<file path="config.mk">
export PLATFORM = sky130hd
export DESIGN_NAME = controller_frame_rx
export DESIGN_NICKNAME = d
export VERILOG_FILES = /design/src/rtl/sys_io_pkg.sv /design/src/rtl/frame_timeout.sv /design/src/rtl/controller_frame_rx.sv
export SDC_FILE = /design/constraint.sdc
export NUM_CORES = 1
export LEC_CHECK = 0
export CAP_MARGIN = 20
export CORE_ASPECT_RATIO = 1.75
export CORE_MARGIN = 3
export CORE_UTILIZATION = 40
export CTS_CLUSTER_SIZE = 10
export DETAILED_ROUTE_END_ITERATION = 16
export SYNTH_ARGS = -nofsm -noshare
export SYNTH_HDL_FRONTEND = slang
export SYNTH_HIERARCHICAL = 1
export SYNTH_SLANG_ARGS = --single-unit
</file>
<file path="constraint.sdc">
create_clock -name clk_in -period 3.6 [get_ports clk_in]
set_input_delay 0.9 -clock clk_in [delete_from_list [all_inputs] [get_ports clk_in]]
set_output_delay 0.9 -clock clk_in [all_outputs]
set_load 0.01 [all_outputs]
</file>
<file path="src/rtl/sys_io_pkg.sv">
// Shared types and helpers for the sys_io input decoders.
`timescale 1ns/1ps
package sys_io_pkg;

  localparam logic [7:0] START_CHAR_DEFAULT = 8'd83;

  typedef enum logic [2:0] {
    StIdle,
    StId,
    StButtons,
    StAxes,
    StCheck
  } frame_state_e;

  function automatic int unsigned nb_bytes(input int unsigned n);
    return (n + 7) / 8;
  endfunction

  // Saturating increment for counters up to 32 bits wide. Callers zero-extend into val
  // and truncate the result back to their own width.
  function automatic logic [31:0] sat_inc(input logic [31:0] val, input int unsigned width);
    logic [31:0] max_val;
    max_val = (width >= 32) ? 32'hFFFF_FFFF : ((32'd1 << width) - 32'd1);
    return (val >= max_val) ? val : val + 32'd1;
  endfunction

endpackage

</file>
<file path="src/rtl/frame_timeout.sv">
// Inter-byte watchdog: counts cycles since the last clear and pulses once on expiry.
`timescale 1ns/1ps
module frame_timeout #(
  parameter int unsigned TIMEOUT_CYCLES = 100000
) (
  input  logic clk_in,
  input  logic rst_in,
  input  logic clr_in,
  input  logic en_in,
  output logic expired_out
);

  localparam int unsigned CntW = (TIMEOUT_CYCLES > 1) ? $clog2(TIMEOUT_CYCLES) : 1;
  localparam logic [CntW-1:0] CntMax = CntW'(TIMEOUT_CYCLES - 1);

  logic [CntW-1:0] cnt_q, cnt_d;

  always_comb begin
    // A clear on the terminal cycle suppresses expiry: the byte wins.
    expired_out = en_in && !clr_in && (cnt_q == CntMax);
    cnt_d       = cnt_q;
    if (clr_in || expired_out) begin
      cnt_d = '0;
    end else if (en_in) begin
      cnt_d = cnt_q + 1'b1;
    end
  end

  always_ff @(posedge clk_in or posedge rst_in) begin
    if (rst_in) begin
      cnt_q <= '0;
    end else begin
      cnt_q <= cnt_d;
    end
  end

endmodule

</file>
<file path="src/rtl/controller_frame_rx.sv">
// Decodes framed, XOR-checksummed controller packets from a byte stream and commits each
// controller's buttons/axes atomically when the checksum matches.
`timescale 1ns/1ps
module controller_frame_rx
  import sys_io_pkg::*;
#(
  parameter int unsigned NUM_CONTROLLERS = 2,
  parameter int unsigned NUM_BUTTONS     = 8,
  parameter int unsigned NUM_AXES        = 2,
  parameter logic [7:0]  START_CHAR      = START_CHAR_DEFAULT,
  parameter logic [7:0]  AXIS_RESET      = 8'd128,
  parameter int unsigned TIMEOUT_CYCLES  = 100000,
  parameter int unsigned ERR_W           = 8
) (
  input  logic                                  clk_in,
  input  logic                                  rst_in,
  input  logic [7:0]                            byte_in,
  input  logic                                  byte_valid_in,
  output logic [NUM_CONTROLLERS*NUM_BUTTONS-1:0] buttons_out,
  output logic [NUM_CONTROLLERS*NUM_AXES*8-1:0]  axes_out,
  output logic [NUM_CONTROLLERS-1:0]             update_out,
  output logic                                  busy_out,
  output logic [ERR_W-1:0]                      csum_err_out,
  output logic [ERR_W-1:0]                      id_err_out,
  output logic [ERR_W-1:0]                      timeout_err_out
);

  localparam int unsigned NB     = nb_bytes(NUM_BUTTONS);
  localparam int unsigned BtnW   = NB * 8;
  localparam int unsigned AxW    = NUM_AXES * 8;
  localparam int unsigned IdW    = (NUM_CONTROLLERS > 1) ? $clog2(NUM_CONTROLLERS) : 1;
  localparam int unsigned MaxCnt = (NB > NUM_AXES) ? NB : NUM_AXES;
  localparam int unsigned CntW   = (MaxCnt > 1) ? $clog2(MaxCnt) : 1;

  frame_state_e state_q, state_d;
  logic [IdW-1:0]  id_q, id_d;
  logic [CntW-1:0] cnt_q, cnt_d;
  logic [7:0]      csum_q, csum_d;
  logic [BtnW-1:0] btn_sh_q, btn_sh_d;
  logic [AxW-1:0]  ax_sh_q, ax_sh_d;
  logic [NUM_CONTROLLERS*NUM_BUTTONS-1:0] buttons_q, buttons_d;
  logic [NUM_CONTROLLERS*AxW-1:0]         axes_q, axes_d;
  logic [NUM_CONTROLLERS-1:0]             update_q, update_d;
  logic [ERR_W-1:0] csum_err_q, csum_err_d, id_err_q, id_err_d, tmo_err_q, tmo_err_d;
  logic expired;

  frame_timeout #(
    .TIMEOUT_CYCLES(TIMEOUT_CYCLES)
  ) u_timeout (
    .clk_in     (clk_in),
    .rst_in     (rst_in),
    .clr_in     (byte_valid_in || (state_q == StIdle)),
    .en_in      (state_q != StIdle),
    .expired_out(expired)
  );

  always_comb begin
    state_d    = state_q;
    id_d       = id_q;
    cnt_d      = cnt_q;
    csum_d     = csum_q;
    btn_sh_d   = btn_sh_q;
    ax_sh_d    = ax_sh_q;
    buttons_d  = buttons_q;
    axes_d     = axes_q;
    update_d   = '0;
    csum_err_d = csum_err_q;
    id_err_d   = id_err_q;
    tmo_err_d  = tmo_err_q;

    if (byte_valid_in) begin
      unique case (state_q)
        StIdle: begin
          if (byte_in == START_CHAR) state_d = StId;
        end
        StId: begin
          if (32'(byte_in) < NUM_CONTROLLERS) begin
            id_d    = IdW'(byte_in);
            csum_d  = byte_in;
            cnt_d   = '0;
            state_d = StButtons;
          end else begin
            id_err_d = ERR_W'(sat_inc(32'(id_err_q), ERR_W));
            state_d  = StIdle;
          end
        end
        StButtons: begin
          // MSB byte first: shift left so the last byte lands in the low bits.
          btn_sh_d = BtnW'({btn_sh_q, byte_in});
          csum_d   = csum_q ^ byte_in;
          if (cnt_q == CntW'(NB - 1)) begin
            cnt_d   = '0;
            state_d = StAxes;
          end else begin
            cnt_d = cnt_q + 1'b1;
          end
        end
        StAxes: begin
          ax_sh_d[int'(cnt_q)*8 +: 8] = byte_in;
          csum_d = csum_q ^ byte_in;
          if (cnt_q == CntW'(NUM_AXES - 1)) begin
            cnt_d   = '0;
            state_d = StCheck;
          end else begin
            cnt_d = cnt_q + 1'b1;
          end
        end
        StCheck: begin
          if (byte_in == csum_q) begin
            buttons_d[int'(id_q)*NUM_BUTTONS +: NUM_BUTTONS] = btn_sh_q[NUM_BUTTONS-1:0];
            axes_d[int'(id_q)*AxW +: AxW] = ax_sh_q;
            update_d[id_q] = 1'b1;
          end else begin
            csum_err_d = ERR_W'(sat_inc(32'(csum_err_q), ERR_W));
          end
          state_d = StIdle;
        end
        default: state_d = StIdle;
      endcase
    end else if (expired) begin
      state_d   = StIdle;
      cnt_d     = '0;
      btn_sh_d  = '0;
      ax_sh_d   = '0;
      tmo_err_d = ERR_W'(sat_inc(32'(tmo_err_q), ERR_W));
    end
  end

  always_ff @(posedge clk_in or posedge rst_in) begin
    if (rst_in) begin
      state_q    <= StIdle;
      id_q       <= '0;
      cnt_q      <= '0;
      csum_q     <= '0;
      btn_sh_q   <= '0;
      ax_sh_q    <= '0;
      buttons_q  <= '0;
      axes_q     <= {(NUM_CONTROLLERS*NUM_AXES){AXIS_RESET}};
      update_q   <= '0;
      csum_err_q <= '0;
      id_err_q   <= '0;
      tmo_err_q  <= '0;
    end else begin
      state_q    <= state_d;
      id_q       <= id_d;
      cnt_q      <= cnt_d;
      csum_q     <= csum_d;
      btn_sh_q   <= btn_sh_d;
      ax_sh_q    <= ax_sh_d;
      buttons_q  <= buttons_d;
      axes_q     <= axes_d;
      update_q   <= update_d;
      csum_err_q <= csum_err_d;
      id_err_q   <= id_err_d;
      tmo_err_q  <= tmo_err_d;
    end
  end

  assign buttons_out     = buttons_q;
  assign axes_out        = axes_q;
  assign update_out      = update_q;
  assign busy_out        = (state_q != StIdle);
  assign csum_err_out    = csum_err_q;
  assign id_err_out      = id_err_q;
  assign timeout_err_out = tmo_err_q;

endmodule

</file>
Word-level counts from Yosys, hierarchy flattened
Index checks and enable logic that the tools add are counted.
{ "word_totals": {"regBits": 128, "input_bits": 11, "output_inout_bits": 75, "elab_cells": 108} }
{ "classes": {"n_addsub": 8, "n_lt_le_gt_ge": 6, "n_eq_ne": 15, "shift": 6, "n_mux": 31, "bitwise_logic": 7, "n_reduce_logical": 22} }
{ "ops": {"columns": ["operator", "n"], "rows": [
  ["two-way mux 16 bit", 3],
  ["two-way mux 17 bit", 2],
  ["negation 4 -> 34 bit", 1],
  ["negation 5 -> 34 bit", 1],
  ["variable shift 16 x 34 -> 32 bit (first input constant)", 1],
  ["variable shift 8 x 34 -> 16 bit (first input constant)", 1],
  ["indexed part select 16 x 34 -> 32 bit", 1],
  ["indexed part select 8 x 34 -> 16 bit", 1],
  ["negation 4 -> 33 bit", 1],
  ["variable shift 8 x 33 -> 16 bit (first input constant)", 1],
  ["indexed part select 8 x 33 -> 16 bit", 1],
  ["bitwise mux 16 bit", 2],
  ["bitwise mux 32 bit", 1],
  ["two-way mux 8 bit", 4],
  ["adder 8 x 1 -> 8 bit (second input constant)", 3],
  ["greater-or-equal comparator 8 bit (second input constant)", 3],
  ["adder 17 x 1 -> 17 bit (second input constant)", 1],
  ["== test 17 bit (second input constant)", 1],
  ["case mux 8 bit (2 select lines)", 1],
  ["two-way mux 3 bit", 5],
  ["AND reduction 3 bit", 5],
  ["case mux 3 bit (4 select lines)", 1],
  ["AND reduction 4 bit", 3],
  ["!= test 3 bit (second input constant)", 3],
  ["27 further kinds", 48]
]} }

Logic depth before layout (Yosys ltp)
Gate-level depths: netlist of the first run.
{ "logic_depth": {"depth_word": 7, "depth_mapped": 13} }

By module
The synthesis of the first run kept the hierarchy.
{ "by_module_without_submodules": {"columns": ["module", "n_inst", "cells_per_inst", "area_each_um2", "seq_area_each_um2"], "rows": [
  ["controller_frame_rx", 1, 407, 4834.6, 2782.7],
  ["frame_timeout", 1, 93, 914.6, 425.4]
]} }

Worst setup path after synthesis of the first run
No wires, ideal clock.
{ "synth_timing": {"path_kind": "input port to flip-flop", "startpoint": "input port byte_in[0]", "endpoint": "register axes_q[0] (netlist: axes_out[0])", "setup_time_ns": 0.125, "arrival_ns": 2.627, "required_time_ns": 3.475, "setup_slack_ns": 0.848, "cell_stages": 8, "cell_sequence": "buf_6 -> xor2_1 -> nor4_4 -> nand2_2 -> or4_1 -> buf_2 -> buf_6 -> mux2_4"} }
{ "synth_via": {"elab_chain_cells": 2} }
{ "synth_rtl": {"columns": ["element", "line", "rtl"], "rows": [
  ["start: declaration", "controller_frame_rx.sv:17", "input logic [7:0] byte_in,"],
  ["== test 8 bit", "controller_frame_rx.sv:109", "if (byte_in == csum_q) begin"],
  ["AND reduction 3 bit (no line)", null, null],
  ["end signal: assignment", "controller_frame_rx.sv:138", "axes_q <= {(NUM_CONTROLLERS*NUM_AXES){AXIS_RESET}};"],
  ["end signal: assignment", "controller_frame_rx.sv:151", "axes_q <= axes_d;"],
  ["end: declaration", "controller_frame_rx.sv:42", "logic [NUM_CONTROLLERS*AxW-1:0] axes_q, axes_d;"]
]} }
Every way passes these cells.
A chain may end at the register's enable or synchronous reset.

Worst setup path after layout of the first run
{ "layout_timing": {"startpoint": "register state_q[2]", "endpoint": "register state_q[0]"} }
{ "layout_via": {"elab_chain_cells": 7, "elab_cells_between_ends": 16} }
{ "layout_rtl": {"columns": ["element", "line", "rtl"], "rows": [
  ["start: declaration", "controller_frame_rx.sv:35", "frame_state_e state_q, state_d;"],
  ["start signal: assignment", "controller_frame_rx.sv:131", "state_q <= StIdle;"],
  ["start signal: assignment", "controller_frame_rx.sv:144", "state_q <= state_d;"],
  ["logical NOT 3 bit", "controller_frame_rx.sv:52", ".clr_in (byte_valid_in || (state_q == StIdle)),"],
  ["logical OR 1 bit", "controller_frame_rx.sv:52", null],
  ["logical NOT 1 bit", "frame_timeout.sv:20", "expired_out = en_in && !clr_in && (cnt_q == CntMax);"],
  ["logical AND 1 bit * (2 in series)", "frame_timeout.sv:20", null],
  ["net expired", "controller_frame_rx.sv:45", "logic expired;"],
  ["nonzero test 2 bit (no line) *", null, null],
  ["AND reduction 4 bit (no line) *", null, null]
]} }
The timed path passes the listed nets; every way through them passes the cells marked *.

==> impl_metrics.toml, run 1 <==
[place]
dpl.hpwl_um = 9270
preCtsSetupSlack_ns = 0.315
place_area_um2 = 6880
gp_congestion = 0.803
port_buffers = 85

[power]
switching_share_pct = 27.6
ir_drop_mv = 0.315
comb_power_share_pct = 12.4
power.total_uw = 3980
p_per_area_nw_per_um2 = 532
power.switching_uw = 1100
seqPwrFrac_pct = 44.5
p_leak_uw = 0.00333
internal_power_uw = 2880
clkPwrFrac_pct = 43.1

[timing]
max_slew_margin_pct = 54.2
finalHoldViolCount = 0
setup_tns_ns = 0
finalWorstSetupSlack_ns = 0.732
min_period_over_period_pct = 79.7
rsz0062_at_grt = "no"
worstMarginPinSlew_ns = 0.686
drv_slew = 0
clock_skew_ns = 0.0112
finalSetupViolations = 0
fmax_mhz = 349
period_needed_ns = 2.87

[logic_synthesis]
synth_cells = 500
yosysTopAreaCellShare_pct = 54.0
yosysMostFrequentCell = "dfrtp_1"
synth_compound_area_share_pct = 5.03
yosys-top-cells-area = "dfrtp_1 (54%), mux2_2 (6.3%), mux2_4 (5.2%)"
synth-xor-area-share_pct = 6.70
yosys.area_share.adder_pct = 0.871
synth_top_cell_by_area = "dfrtp_1"
netlist_area_um2 = 5750
synthesis.nets = 515
synth_mux_area_share_pct = 12.0
synth_ff_type = "dfrtp_1"
synth_top_family_by_area = "simple AND/OR/NAND/NOR gates"
ys_seq_area_share_pct = 55.8
synth_edf_count = 0
ys_ff_latch = 128
synth.distinct_cells = 49
yosys.area_share.simple_pct = 16.8
syn_avg_cell_area_um2 = 11.5
async_flop_share_pct = 100
yosys-top-cells-count = "dfrtp_1 (124), nand2_1 (76), mux2_2 (32), nor2_1 (28), o21ai_0 (28)"
yosysWarnings = 6

[final_layout]
post-route-cell-area_um2 = 7480
layout-drive-gt1-share_pct = 19.1
finish.net_count = 615
syn_to_final_growth_pct = 30.0
diodes = 0

[global_routing]
grt_max_degree = 112
antenna_found_initial = 0
grt.total_usage_pct = 17.3
grt_pass1_vias = 4133
grt_pass1_wl_um = 21800
grt_overflow = 0

[critical_path]
r2r_cells = 9
startpoint = "state_q[2]"
reg2reg_slack_ns = 0.73
end_kind = "flip-flop"
slowest_delay_ns = 0.49
worstSetupPathType = "flip-flop to flip-flop"
endpoint = "state_q[0]"
worstPathCellList = "nor2_1 -> nand2_1 -> nand3_2 -> or2_1 -> nor4_1 -> nor2b_1 -> a21oi_1 -> or3_1 -> mux2_2"
cp_max_fo = 9
critical_path_arrival_ns = 3.16
slowest_stage = "dfrtp_1"
worstReg2RegEnd = "state_q[0]"
cp.required_ns = 3.89
start_kind = "flip-flop"
rr_startpoint = "state_q[2]"

[floorplanning]
die_x_um = 96.6
num_rows = 57
io_pins = 86
start_util_pct = 41.1
die_area_um2 = 15900
die_y_um = 165
coreArea_um2 = 14000

[min_path]
min_path_cells = 1
min_path_type = "flip-flop to flip-flop"

[route]
drc_errors = 0
drt_iter0_drc = 169
drt_first_pass_iters = 4
drtAntennaViolNets = 0
wl_per_cell_um = 16.5
routed_wl_um = 13000
avgViaCountPerCell = 5.05
via_count = 3991

[cts]
ctsHoldBuffers = 0
insertion_delay_ns = 0.41
cts_max_path_buffers = 2
cts_tree = "done"
path_clk_slew_ns = 0.06
numClockSinks = 128
cts_buffers = 17
postCtsSetupBuffers = 0
clockRootBuffer = "clkbuf_16"
ctsResizeCount = 0
htree_levels = 4

[run_status]
status = "completed"

[run]
cap_violations = 0
## sequential cells by signal (all words and copies together) (netlist names)
name / count
ax_sh_q: 16
axes_out: 32
btn_sh_q: 8
csum_q: 8
state_q: 3
cnt_q: 1
buttons_out: 16
id_q: 1
id_err_out: 8
timeout_err_out: 8
update_out: 2
u_timeout/cnt_q: 17
csum_err_out: 8
## stage by stage
| stage | instances | hold slack [ns] | utilization, % |
|---|---|---|---|
| 4_1_cts | 790 | 0.470 | 53.5 |
| 2_1_floorplan | 500 | 0.424 | - |
| 3_5_place_dp | 758 | 0.456 | 49.2 |
| 6_report | 790 | 0.469 | 53.5 |
| 3_3_place_gp | 758 | 0.439 | 49.2 |
| 5_1_grt | 790 | 0.499 | 53.5 |
## layout by cell type, fill, tap and decap left out, types with 2 or more instances in the layout
master           synthesis  final
o21ai_0                 28     28
nor4_1                   8      8
bufinv_16                0      2
dfrtp_1                124    124
nor3_1                   7      7
and2_1                   3      3
clkinvlp_4               0      6
a21oi_1                  7      7
nand2_1                 76     76
mux2_2                  32     32
nand3_1                 15     15
nand3b_1                 4      4
or2_1                    2      2
clkbuf_16                0     17
inv_1                    9      8
buf_12                   0      2
a21o_1                   2      2
nor2_1                  28     28
nand4_1                 13     13
xnor2_1                 27     27
buf_4                    3     17
inv_6                    0      6
nor4_4                   1      2
nor2b_1                  5      5
a31oi_1                  3      3
mux2_4                  20     20
nand2b_1                 5      5
xor2_1                  17     17
dfstp_2                  4      4
and3_1                   6      6
ha_1                     4      4
clkdlybuf4s50_1          0     85
and4_1                   5      5
mux2i_1                  3      3
## how the worst min path moves through the flow
stage	start	end	slack [ns]
2_1_floorplan	id_q	update_out[0]	0.42
3_5_place_dp	id_q	update_out[0]	0.46
4_1_cts	id_q	update_out[0]	0.47
5_1_grt	id_q	update_out[0]	0.50
3_3_place_gp	id_q	update_out[0]	0.44
6_report	id_q	update_out[0]	0.47
## logic make-up (layout without fill, tap and decap cells)
kind of cell	count (synthesis)	in the layout
and+or+nand+nor	189	189
DFF	128	128
xor gates and xnor gates	44	44
muxes	55	55
buffers and inverters	32	145
AOI/OAI and AO/OA	48	48
adders and majority gates	4	4
## critical path: cells and delay by family, from the launching register on
kind | cells | cell delay [ns]
and+or+nand+nor | 7 | 1.89
DFF | 1 | 0.49
AOI/OAI and AO/OA | 1 | 0.08
muxes | 1 | 0.28
## cell type report
cell class                 instances  area [µm²]
inverter                           9        37.5
fill                            1286        6500
clock buffer                      19         443
sequential                       128        3210
tap                              177         221
clock inverter                    13         150
multi-input combinational        340        2400
timing repair buffer             104        1020
## power by group through the flow
stage / clock network (µW) / logic (µW) / registers (µW)
2_1_floorplan: 0 / 332 / 1750
3_3_place_gp: 0 / 491 / 1790
3_5_place_dp: 0 / 500 / 1800
4_1_cts: 1750 / 506 / 1770
5_1_grt: 1820 / 567 / 1800
6_report: 1710 / 495 / 1770
## layer usage
metal	vias up	wire (µm)	global-route usage, %
li1	1928	-	-
met1	1976	5060	19.1
met2	74	7320	32.5
met3	13	423	4.06
met4	0	228	5.43
met5	-	0	0
(Power assumes the default switching activity.)
==> run 2: changes to the inputs <==
Clock period 3.6 ns to 2.95 ns, I/O delays scaled along.
==> impl_metrics.toml, run 2 (synthesis results as in run 1) <==
[global_routing]
grt_overflow = 0
grt_max_degree = 58
grt_pass1_vias = 4183
antenna_found_initial = 0
grt.total_usage_pct = 17.1
grt_pass1_wl_um = 21600

[floorplanning]
io_pins = 86
die_area_um2 = 15900
die_x_um = 96.6
start_util_pct = 41.1
num_rows = 57
coreArea_um2 = 14000
die_y_um = 165

[critical_path]
worstSetupPathType = "flip-flop to flip-flop"
reg2reg_slack_ns = 0.26
worstReg2RegEnd = "state_q[0]"
cp_max_fo = 8
startpoint = "state_q[0]"
rr_startpoint = "state_q[0]"
r2r_cells = 9
end_kind = "flip-flop"
cp.required_ns = 3.24
start_kind = "flip-flop"
critical_path_arrival_ns = 2.98

[place]
dpl.hpwl_um = 9410
gp_congestion = 0.818
place_area_um2 = 7000
port_buffers = 85

[cts]
postCtsSetupBuffers = 0
insertion_delay_ns = 0.41
cts_buffers = 17
numClockSinks = 128
cts_tree = "done"
ctsHoldBuffers = 0
path_clk_slew_ns = 0.06
clockRootBuffer = "clkbuf_16"
htree_levels = 4
ctsResizeCount = 0
cts_max_path_buffers = 2

[power]
internal_power_uw = 3520
comb_power_share_pct = 13.1
power.total_uw = 4870
seqPwrFrac_pct = 44.2
p_per_area_nw_per_um2 = 642
p_leak_uw = 0.00340
clkPwrFrac_pct = 42.6
switching_share_pct = 27.7
power.switching_uw = 1350
ir_drop_mv = 0.361

[timing]
rsz0062_at_grt = "no"
clock_skew_ns = 0.00921
worstMarginPinSlew_ns = 0.668
finalSetupViolations = 0
min_period_over_period_pct = 91.2
drv_slew = 0
max_slew_margin_pct = 55.4
fmax_mhz = 372
finalHoldViolCount = 0
period_needed_ns = 2.69

[final_layout]
largest_reg_flops = 32
post-route-cell-area_um2 = 7590
layout_common_cells = "dfrtp_1 (124), clkdlybuf4s50_1 (85), nand2_1 (76)"
diodes = 0
multi_input_area_um2 = 2400
fillers = 1247
finish.net_count = 629
final_util_pct = 54.3
ff_latch_area_um2 = 3210
layout-drive-gt1-share_pct = 20.9
syn_to_final_growth_pct = 32.0
final_common_cell = "dfrtp_1"

[run]
cap_violations = 0

[route]
avgViaCountPerCell = 5.00
via_count = 4022
drt_first_pass_iters = 4
drt_iter0_drc = 162
wl_per_cell_um = 16.1
drc_errors = 0
drtAntennaViolNets = 0
routed_wl_um = 13000

[min_path]
hp-start = "id_q"
min_to = "update_out[0]"
min_path_type = "flip-flop to flip-flop"
min_path_cells = 1

[run_status]
status = "completed"
[run 2: changes by cell type in the layout (fill, tap and decap cells not counted)]
| cell | change |
|---|---|
| inv_6 | -2 |
| clkbuf_8 | -1 |
| clkinv_4 | +1 |
| inv_8 | +1 |
| buf_4 | +13 |
| clkinv_2 | +1 |
| buf_12 | +1 |
[run 2: worst max path at each step]
stage | to | slack (ns) | depth (start not counted)
detailed placement | buttons_out[3] | -0.1 | 7
global placement | buttons_out[1] | -0.08 | 7
CTS | state_q[0] | 0.26 | 9
floorplan | timeout_err_out[5] | 0.20 | 13
finish | state_q[0] | 0.26 | 9
global route | state_q[0] | 0.02 | 9
[run 2: layout make-up]
cell class              count  share of cell area (%)
flip-flops and latches    128                    42.3
repair buffers            118                    15.0
multi-input cells         340                    31.6
clock buffers              18                    5.66
clock inverters            14                    2.08
inverters                   9                   0.495
well taps                 177                    2.92
[run 2: power by group through the flow]
| stage | logic [µW] | clock network (µW) | registers (µW) |
|---|---|---|---|
| after CTS | 653 | 2130 | 2160 |
| after global placement | 641 | 0 | 2180 |
| after global routing | 725 | 2200 | 2190 |
| final | 639 | 2080 | 2150 |
| after floorplan | 405 | 0 | 2140 |
| after detailed placement | 649 | 0 | 2190 |
[run 2: critical path, stage by stage, from the launching register on]
cell,delay [ns]
dfrtp_1,0.45
nor2_1,0.10
nand2_1,0.13
nand3_2,0.15
or2_1,0.30
nor4_1,0.37
nor2b_1,0.27
a21oi_1,0.09
or3_1,0.42
mux2_2,0.29
[run 2: routing by layer]
metal | vias to the layer above | GRT usage, % | share of wire (%) | wire (µm)
li1 | 1955 | - | - | -
met1 | 1967 | 18.7 | 40 | 5140
met2 | 80 | 31.7 | 55 | 7110
met3 | 20 | 3.59 | 3.4 | 440
met4 | 0 | 7.73 | 2.2 | 290
met5 | - | 0 | 0 | 0
[run 2: metrics by stage]
stage / setup WS, ns / instances / hold slack, ns / setup TNS [ns]
6_report: 0.261 / 804 / 0.476 / 0
5_1_grt: 0.0182 / 804 / 0.505 / 0
4_1_cts: 0.256 / 804 / 0.473 / 0
3_5_place_dp: -0.0984 / 772 / 0.459 / -1.90
3_3_place_gp: -0.0780 / 772 / 0.447 / -1.28
2_1_floorplan: 0.203 / 500 / 0.424 / 0
==> run 3: changes to the inputs <==
Settings changed: GPL_ROUTABILITY_DRIVEN from default to 1.
==> results of run 3 <==
No change in the layout: final DEF, timing and power equal those of run 2.
